--- config.mk ---
export PLATFORM = sky130hd
export DESIGN_NAME = sdram_m9k_loader
export DESIGN_NICKNAME = d
export VERILOG_FILES = /design/src/rtl/loader_pkg.sv /design/src/rtl/loader_timeout.sv /design/src/rtl/sdram_m9k_loader.sv
export SDC_FILE = /design/constraint.sdc
export NUM_CORES = 1
export LEC_CHECK = 0
export CORE_AREA = 2 2 102 104
export DETAILED_ROUTE_END_ITERATION = 10
export DIE_AREA = 0 0 104 106
export PLACE_DENSITY = 0.79
export SYNTH_ARGS = -nofsm -noshare
export SYNTH_HDL_FRONTEND = slang
export SYNTH_SLANG_ARGS = --single-unit
--- constraint.sdc ---
create_clock -name CLOCK_50 -period 4.9 [get_ports CLOCK_50]
set_input_delay 0.735 -clock CLOCK_50 [delete_from_list [all_inputs] [get_ports CLOCK_50]]
set_output_delay 0.735 -clock CLOCK_50 [all_outputs]
set_load 0.05 [all_outputs]
--- src/rtl/loader_pkg.sv ---
// Shared types and constants for the SDRAM -> M9K buffer loader.
package loader_pkg;

    typedef enum logic [1:0] {
        IDLE,
        REQ,
        WAIT_DATA,
        DONE
    } state_t;

    localparam int BUF_WORDS          = 512;
    localparam int BUF_AW             = 9;
    localparam int DEF_BURST_LEN      = 8;
    localparam int DEF_TIMEOUT_CYCLES = 1024;
    localparam int DEF_ADDR_W         = 24;

endpackage

--- src/rtl/loader_timeout.sv ---
// Idle-cycle watchdog: expires after TIMEOUT_CYCLES enabled cycles without a clear.
module loader_timeout #(
    parameter int TIMEOUT_CYCLES = 1024
) (
    input  logic clk_i,
    input  logic rst_i,
    input  logic clr_i,
    input  logic en_i,
    output logic expired_o
);

    localparam int CW = $clog2(TIMEOUT_CYCLES) + 1;

    logic [CW-1:0] cnt_q;
    logic [CW-1:0] cnt_d;

    assign expired_o = en_i && !clr_i
                    && (cnt_q == CW'(TIMEOUT_CYCLES - 1));

    always_comb begin
        cnt_d = cnt_q;
        if (clr_i) begin
            cnt_d = '0;
        end else if (en_i && !expired_o) begin
            cnt_d = cnt_q + CW'(1);
        end
    end

    always_ff @(posedge clk_i) begin
        if (rst_i) begin
            cnt_q <= '0;
        end else begin
            cnt_q <= cnt_d;
        end
    end

endmodule

--- src/rtl/sdram_m9k_loader.sv ---
// Burst-reads SDRAM and fills the 512x16 M9K buffer from word 0.
// Optional LOADER_CHECKSUM_EN adds a wrapping 16-bit sum of written words.
module sdram_m9k_loader
    import loader_pkg::*;
#(
    parameter int BURST_LEN      = DEF_BURST_LEN,
    parameter int TIMEOUT_CYCLES = DEF_TIMEOUT_CYCLES,
    parameter int ADDR_W         = DEF_ADDR_W
) (
    input  logic              CLOCK_50,
    input  logic              RESET,
    input  logic              start,
    input  logic [ADDR_W-1:0] src_base_addr,
    input  logic [9:0]        word_count,
    output logic              sdram_rd_req,
    output logic [ADDR_W-1:0] sdram_rd_addr,
    input  logic              sdram_rd_ack,
    input  logic              sdram_rd_valid,
    input  logic [15:0]       sdram_rd_data,
    output logic              WR,
    output logic [BUF_AW-1:0] wr_address_word,
    output logic [15:0]       wr_data_word,
    output logic              busy,
    output logic              done,
    output logic              error,
    output logic [15:0]       checksum
);

    localparam int         BCW       = $clog2(BURST_LEN) + 1;
    localparam logic [9:0] MAX_WORDS = 10'(BUF_WORDS);

    state_t              state_q;
    logic [ADDR_W-1:0]   addr_q;
    logic [9:0]          count_q;
    logic [9:0]          ptr_q;
    logic [9:0]          ptr_d;
    logic [BCW-1:0]      burst_q;
    logic                req_q;
    logic                wr_q;
    logic [BUF_AW-1:0]   wr_addr_q;
    logic [15:0]         wr_data_q;
    logic                busy_q;
    logic                done_q;
    logic                error_q;
    logic                wr_en_d;
    logic                expired;
    logic                to_en;
    logic                to_clr;

    assign to_en  = (state_q == WAIT_DATA);
    assign to_clr = !to_en || sdram_rd_valid;

    loader_timeout #(
        .TIMEOUT_CYCLES(TIMEOUT_CYCLES)
    ) u_timeout (
        .clk_i    (CLOCK_50),
        .rst_i    (RESET),
        .clr_i    (to_clr),
        .en_i     (to_en),
        .expired_o(expired)
    );

    // Words past the requested count are still consumed from the burst.
    always_comb begin
        wr_en_d = to_en && sdram_rd_valid && (ptr_q < count_q);
        ptr_d   = ptr_q + {9'd0, wr_en_d};
    end

    always_ff @(posedge CLOCK_50) begin
        if (RESET) begin
            state_q   <= IDLE;
            addr_q    <= '0;
            count_q   <= '0;
            ptr_q     <= '0;
            burst_q   <= '0;
            req_q     <= 1'b0;
            wr_q      <= 1'b0;
            wr_addr_q <= '0;
            wr_data_q <= '0;
            busy_q    <= 1'b0;
            done_q    <= 1'b0;
            error_q   <= 1'b0;
        end else begin
            wr_q    <= 1'b0;
            done_q  <= 1'b0;
            error_q <= 1'b0;
            unique case (state_q)
                IDLE: begin
                    if (start) begin
                        addr_q  <= src_base_addr;
                        count_q <= (word_count > MAX_WORDS) ? MAX_WORDS : word_count;
                        ptr_q   <= '0;
                        busy_q  <= 1'b1;
                        if (word_count == 10'd0) begin
                            state_q <= DONE;
                        end else begin
                            state_q <= REQ;
                            req_q   <= 1'b1;
                        end
                    end
                end
                REQ: begin
                    if (sdram_rd_ack) begin
                        req_q   <= 1'b0;
                        state_q <= WAIT_DATA;
                        burst_q <= BCW'(BURST_LEN);
                        addr_q  <= addr_q + ADDR_W'(BURST_LEN);
                    end
                end
                WAIT_DATA: begin
                    if (expired) begin
                        state_q <= IDLE;
                        busy_q  <= 1'b0;
                        error_q <= 1'b1;
                    end else if (sdram_rd_valid) begin
                        burst_q <= burst_q - BCW'(1);
                        ptr_q   <= ptr_d;
                        if (wr_en_d) begin
                            wr_q      <= 1'b1;
                            wr_addr_q <= ptr_q[BUF_AW-1:0];
                            wr_data_q <= sdram_rd_data;
                        end
                        if (burst_q == BCW'(1)) begin
                            if (ptr_d == count_q) begin
                                state_q <= DONE;
                            end else begin
                                state_q <= REQ;
                                req_q   <= 1'b1;
                            end
                        end
                    end
                end
                DONE: begin
                    done_q  <= 1'b1;
                    busy_q  <= 1'b0;
                    state_q <= IDLE;
                end
                default: state_q <= IDLE;
            endcase
        end
    end

`ifdef LOADER_CHECKSUM_EN
    logic [15:0] sum_q;

    always_ff @(posedge CLOCK_50) begin
        if (RESET) begin
            sum_q <= '0;
        end else if ((state_q == IDLE) && start) begin
            sum_q <= '0;
        end else if (wr_en_d) begin
            sum_q <= sum_q + sdram_rd_data;
        end
    end

    assign checksum = sum_q;
`else
    assign checksum = 16'h0000;
`endif

    assign sdram_rd_req    = req_q;
    assign sdram_rd_addr   = addr_q;
    assign WR              = wr_q;
    assign wr_address_word = wr_addr_q;
    assign wr_data_word    = wr_data_q;
    assign busy            = busy_q;
    assign done            = done_q;
    assign error           = error_q;

endmodule

## Yosys cells after proc, flatten, opt, wreduce, memory -nomap -nowiden

Index checks and enable logic that the tools add are counted.

| word-level totals | value |
|---|---|
| output and inout bits | 70 |
| register bits after elaboration | 91 |
| word-level logic and storage cells | 99 |
| input port bits | 55 |

| operators by class | value |
|---|---|
| equality and inequality tests | 16 |
| bitwise operators | 3 |
| $lt $le $gt $ge | 2 |
| reductions and logical operators | 27 |
| muxes and demuxes | 34 |
| add/sub/neg operators | 4 |

Operators by type and width:

| operator | count |
|---|---|
| 24-bit 2-to-1 mux | 2 |
| 24-bit one-hot mux with 2 select lines | 1 |
| 10-bit 2-to-1 mux | 4 |
| 24-bit by 4-bit adder with 24-bit output, second input constant | 1 |
| 10-bit one-hot mux with 2 select lines | 1 |
| 4-bit AND reduction | 4 |
| 2-bit 2-to-1 mux | 7 |
| 1-bit 2-to-1 mux | 12 |
| 4-bit 2-to-1 mux | 3 |
| 2-bit inequality test, second input constant | 6 |
| 11-bit by 1-bit adder with 11-bit output, second input constant | 1 |
| 11-bit by 10-bit equality test with 1-bit output, second input constant | 1 |
| 10-bit by 1-bit adder with 10-bit output | 1 |
| 10-bit equality test | 1 |
| 10-bit greater-than comparator, second input constant | 1 |
| 10-bit zero test | 1 |
| 10-bit < comparator | 1 |
| 2-bit one-hot mux with 4 select lines | 1 |
| 4-bit one-hot mux with 2 select lines | 1 |
| 8-bit AND reduction | 1 |
| 1-bit one-hot mux with 3 select lines | 2 |
| 3-bit AND reduction | 2 |
| 2-bit nonzero test | 3 |
| 3-bit nonzero test | 2 |
| 15 further kinds | 26 |

## Logic depth before layout (Yosys ltp)

| depth | value |
|---|---|
| word-level depth | 10 |
| mapped depth | 17 |
| gate-level depth less buffers | 15 |

## Modules after synthesis

From an unflattened synthesis, not the netlist that was laid out.

| second synthesis, totals | value |
|---|---|
| cells, all modules | 652 |
| area, all modules | 5,176.2 sq um |

By module, submodules not included:

| module | sequential area each (sq um) | area an instance (sq um) | cells each | instances |
|---|---|---|---|---|
| sdram_m9k_loader | 1,601.5 | 4,576.9 | 582 | 1 |
| loader_timeout | 220.2 | 599.3 | 70 | 1 |

## Least setup slack after synthesis

Ideal clock, no wire load.

| path | value |
|---|---|
| path kind | register -> register |
| from | reg count_q[4] |
| to | reg req_q, in the netlist sdram_rd_req |
| buffers on the path | 2 |
| path slack | 1.462 ns |
| setup time | 0.115 ns |
| arrival time | 3.323 ns |
| data required time | 4.785 ns |
| clock period less this slack | 3.438 ns |
| cell stages (with the launch flop) | 17 |
| cells stage by stage | dfxtp_1 -> inv_1 -> ha_1 -> a21o_1 -> a21oi_1 -> o21ai_1 -> a2111oi_0 -> buf_4 -> buf_6 -> ha_1 -> nand3_2 -> or3_1 -> a2111oi_0 -> nand4b_1 -> nand3b_1 -> a21boi_1 -> o21a_1 |

| between the ends | value |
|---|---|
| cells in the longest elaborated chain, start to end | 6 |

Ends and longest elaborated chain:

| item | line | source |
|---|---|---|
| start, declared | sdram_m9k_loader.sv:34 | `logic [9:0] count_q;` |
| start signal, assigned | sdram_m9k_loader.sv:91 | `count_q <= (word_count > MAX_WORDS) ? MAX_WORDS : word_count;` |
| 10-bit < comparator | sdram_m9k_loader.sv:65 | `wr_en_d = to_en && sdram_rd_valid && (ptr_q < count_q);` |
| 1-bit logical AND | sdram_m9k_loader.sv:65 |  |
| net wr_en_d | sdram_m9k_loader.sv:45 | `logic wr_en_d;` |
| 10-bit by 1-bit adder with 10-bit output | sdram_m9k_loader.sv:66 | `ptr_d = ptr_q + {9'd0, wr_en_d};` |
| 10-bit equality test | sdram_m9k_loader.sv:124 | `if (ptr_d == count_q) begin` |
| 2-bit inequality test (no line) | n/a |  |
| 8-bit AND reduction (no line) | n/a |  |
| end signal, assigned | sdram_m9k_loader.sv:76 | `req_q <= 1'b0;` |
| end signal, assigned | sdram_m9k_loader.sv:98 | `req_q <= 1'b1;` |
| end signal, assigned | sdram_m9k_loader.sv:128 | `req_q <= 1'b1;` |
| end, declared | sdram_m9k_loader.sv:38 | `logic req_q;` |

The timed path passes the listed nets, and every way through them passes these cells.
A chain may end at the register's enable or synchronous reset.

## Worst setup path after layout

| path | value |
|---|---|
| from | in sdram_rd_valid |
| to | reg req_q, in the netlist sdram_rd_req |

| between the ends | value |
|---|---|
| cells in the longest elaborated chain, start to end | 6 |
| elaborated cells on any way between the ends | 12 |
| those cells by class | 1 x add/sub; 4 x eq/ne; 7 x reduce/logical |

Ends and longest elaborated chain:

| item | line | source |
|---|---|---|
| start, declared | sdram_m9k_loader.sv:18 | `input logic sdram_rd_valid,` |
| 1-bit logical AND or 1-bit logical OR (tied branches) | sdram_m9k_loader.sv:65, sdram_m9k_loader.sv:51 |  |
| 1-bit logical AND or 1-bit zero test (tied branches) | sdram_m9k_loader.sv:65, loader_timeout.sv:17 |  |
| 10-bit by 1-bit adder with 10-bit output or 1-bit logical AND (tied branches) | sdram_m9k_loader.sv:66, loader_timeout.sv:17 |  |
| 10-bit equality test or 1-bit logical AND (tied branches) | sdram_m9k_loader.sv:124, loader_timeout.sv:18 |  |
| 2-bit inequality test (no line) | n/a |  |
| 8-bit AND reduction (no line) * | n/a |  |

Mark *: on every way between the ends. The rest lies on a longest branch, timed or not.

==> flow_summary.toml <==
[synth]
netlist_instances = 589
yosysUniqueCellTypes = 55
synth_top_cell_area_share = 0.386
ys_ff_latch = 91
synth_area_leader_cell = "dfxtp_1"
syn_area_sq_mm = 0.00472
yosysWarnings = 0
syn_area_per_cell_sq_um = 8.02
synth_edf_count = 0
ys_seq_area_frac = 0.386
ys.flop_type = "dfxtp_1"
synth_area_leaders = "dfxtp_1 39%, nor2_1 6.6%, a21oi_1 5.7%"
async_flop_share = 0

[final_layout]
syn_to_final_growth_pct = 27.2
layout-drive-gt1-share = 0.0470
mostFrequentLayoutCells = "107 x clkdlybuf4s50_1, 91 x dfxtp_1, 83 x nor2_1, 61 x nand2_1, 54 x a21oi_1"
nNetsFinal = 746
multi_input_area_sq_mm = 0.00263
final_common_cell = "clkdlybuf4s50_1"
seqCellArea_sq_mm = 0.00182
n_antenna_cell = 0
fillCellCount = 906

[cts]
cts_buffers = 9
cts_max_level = 3
cts_tree = "built"
hold_buffers = 0
insertion_delay_ns = 0.37
cts-root-buf = "clkbuf_8"
cts_setup_buffers = 0
path_clk_slew_ns = 0.10
cts.sinks = 91
cts_max_path_buffers = 2
cts-resized-gates = 0

[route]
vias_per_cell = 5.49
first_iter_violations = 334
drc_errors = 0
wl_um = 11900
ant_nets = 0
wire_per_inst_um = 14.5
dr.pass1.iters = 7
vias = 4482

[timing]
rsz0062_at_grt = "no"
hold_violations = 0
fin_tns_setup_ns = 0
fin_crit_ns = 3.82
skew_ns = 0.0141
setup_violations = 0
hold-worst-slack_ns = 0.459
fmax_ghz = 0.262
slew-limit-headroom = 0.244
worst_pin_slew_ns = 1.13
report.final.slew_viol_count = 0
finalCritPeriodShare = 0.779

[setup_path]
worst-r2r-cell-count = 13
critical_path.endpoint_type = "flop"
r2r_end = "sdram_rd_req$_SDFFE_PP0P_"
cp.required_ns = 5.17
crit_arrival_ns = 4.09
cp_max_fo = 13
reg2reg_from = "ptr_q[4]$_SDFFE_PP0P_"
cpPeakStageDelay_ns = 0.64
critPathSlowestCell = "clkdlybuf4s50_1"
cp-start-kind = "primary input"
path_cells = "clkdlybuf4s50_1 > nand2_1 > a2111oi_2 > ha_1 > nand3_2 > or3_1 > a2111oi_0 > nand4b_1 > nand3b_1 > a21boi_1 > o21a_1"
criticalPathCategory = "primary input to flop"
reg2reg_slack_ns = 1.17

[power_and_ir_drop]
swShare = 0.383
finalPower_mw = 2.21
combinationalPowerShare = 0.343
switchingPower_uw = 848
p_leak_nw = 2.13
peakVddDrop_uv = 157
powerDensity_mw_per_mm2 = 369
clkPwrFrac = 0.260
seq_power_share = 0.397
internal-power_mw = 1.37

[floorplan]
initial_core_util = 0.472
die-area_sq_mm = 0.0110
core_area_sq_mm = 0.0100
die_h_um = 106
num_rows = 37
dieWidth_um = 104
ios = 125

[global_routing]
track_usage = 0.217
met1_usage = 0.272
met2_usage = 0.360
grt.busiest_layer = "met2"
grt_pass1_wl_um = 19900
use_met3 = 0.0589
grt_max_degree = 80
antenna_found_initial = 0
overflow = 0
grt_pass1_vias = 4323

[run_status]
status = "finished clean"

[worst_hold_path]
hold_path_depth = 2
hp-start = "sdram_rd_addr[2]$_SDFFE_PP0P_"
hp-class = "flop to flop"
min_to = "sdram_rd_addr[2]$_SDFFE_PP0P_"

[place]
portBuffers = 108
finalWeightedCongestion = 0.899
hpwl_um = 8260

[flow_run]
maxCapViolations = 0
-- cell type report --
| cell class | count | area share |
|---|---|---|
| Clock buffer | 9 | 0.0206 |
| Timing Repair Buffer | 112 | 0.184 |
| Multi-Input combinational cell | 446 | 0.437 |
| Tap cell | 136 | 0.0283 |
| Sequential cell | 91 | 0.303 |
| Clock inverter | 7 | 0.0165 |
| Inverter | 16 | 0.0102 |
-- kinds of logic (layout without fill, tap and decap cells) --
family / after synthesis / count (layout) / synth area share
flip-flops: 91 / 91 / 0.386
other: 1 / 16 / 0.000794
AND/OR/NAND/NOR: 242 / 242 / 0.245
multiplexers: 25 / 25 / 0.0530
buffers and inverters: 67 / 144 / 0.0718
XOR/XNOR: 25 / 25 / 0.0464
AO/OA/AOI/OAI: 123 / 123 / 0.157
adder cells (fa/ha/maj): 15 / 15 / 0.0397
-- metrics by stage --
step                cell area, sq um  setup slack (ns)  utilization  cells
global route                    6010             0.903        0.601    817
detailed placement              5790             0.724        0.579    801
global placement                5790             0.902        0.579    801
finish                          6010              1.08        0.601    817
floorplan                       4780              1.46            -    604
CTS                             6010              1.11        0.601    817
-- sequential cells by signal, indices dropped and copies added (netlist names) --
register and cells:
busy 1, done 1, state_q 2, wr_address_word 9, WR 1, count_q 10, wr_data_word 16, u_timeout.cnt_q 11
burst_q 4, error 1, sdram_rd_req 1, ptr_q 10, sdram_rd_addr 24
-- per-layer routing --
metal,vias to the layer above,wire length [um]
li1,2181,-
met4,0,220
met5,-,0
met2,167,5670
met3,26,809
met1,2108,5180
-- power by group through the flow --
stage	registers, mW	logic, mW	clock network, mW
floorplan	1.06	0.371	0
finish	0.879	0.759	0.576
global route	0.889	0.819	0.618
detailed placement	0.894	0.753	0
global placement	0.890	0.737	0
CTS	0.878	0.756	0.588
-- synthesized netlist by cell type (2+ instances only) --
| cell | count |
|---|---|
| dfxtp_1 | 91 |
| nor2_1 | 83 |
| nand2_1 | 61 |
| a21oi_1 | 54 |
| clkbuf_1 | 27 |
| mux2i_1 | 25 |
| buf_4 | 18 |
| xnor2_1 | 17 |
| ha_1 | 15 |
| inv_1 | 15 |
| nand3_1 | 15 |
| o21ai_0 | 15 |
| nor3_1 | 14 |
| o21ai_1 | 13 |
| nand3b_1 | 10 |
| nand4_1 | 10 |
| a211oi_1 | 9 |
| and2_1 | 8 |
| xor2_1 | 8 |
| and3_1 | 7 |
| or3_1 | 7 |
| nor2b_1 | 6 |
| a21o_1 | 5 |
| nor4_1 | 5 |
| o22ai_1 | 5 |
| a22oi_1 | 4 |
| nand2b_1 | 4 |
| a2111oi_0 | 3 |
| a311oi_1 | 3 |
| buf_2 | 3 |
| o31ai_1 | 3 |
| and4_1 | 2 |
| buf_6 | 2 |
-- critical path: cells and delay by family --
family,cells,cell delay (ns)
buffers and inverters,1,0.64
AOI/OAI and AO/OA,4,1.14
adders and majority gates,1,0.29
and+or+nand+nor,5,1.26
-- worst max-delay path by stage --
| stage | from | end | cells after the start |
|---|---|---|---|
| 2_1_floorplan | count_q[4]$_SDFFE_PP0P_ | sdram_rd_req$_SDFFE_PP0P_ | 16 |
| 3_3_place_gp | sdram_rd_valid | sdram_rd_req$_SDFFE_PP0P_ | 11 |
| 3_5_place_dp | sdram_rd_valid | sdram_rd_req$_SDFFE_PP0P_ | 11 |
| 4_1_cts | sdram_rd_valid | sdram_rd_req$_SDFFE_PP0P_ | 11 |
| 5_1_grt | sdram_rd_valid | state_q[1]$_SDFFE_PP0P_ | 11 |
| 6_report | sdram_rd_valid | sdram_rd_req$_SDFFE_PP0P_ | 11 |
(Power assumes the default switching activity.)
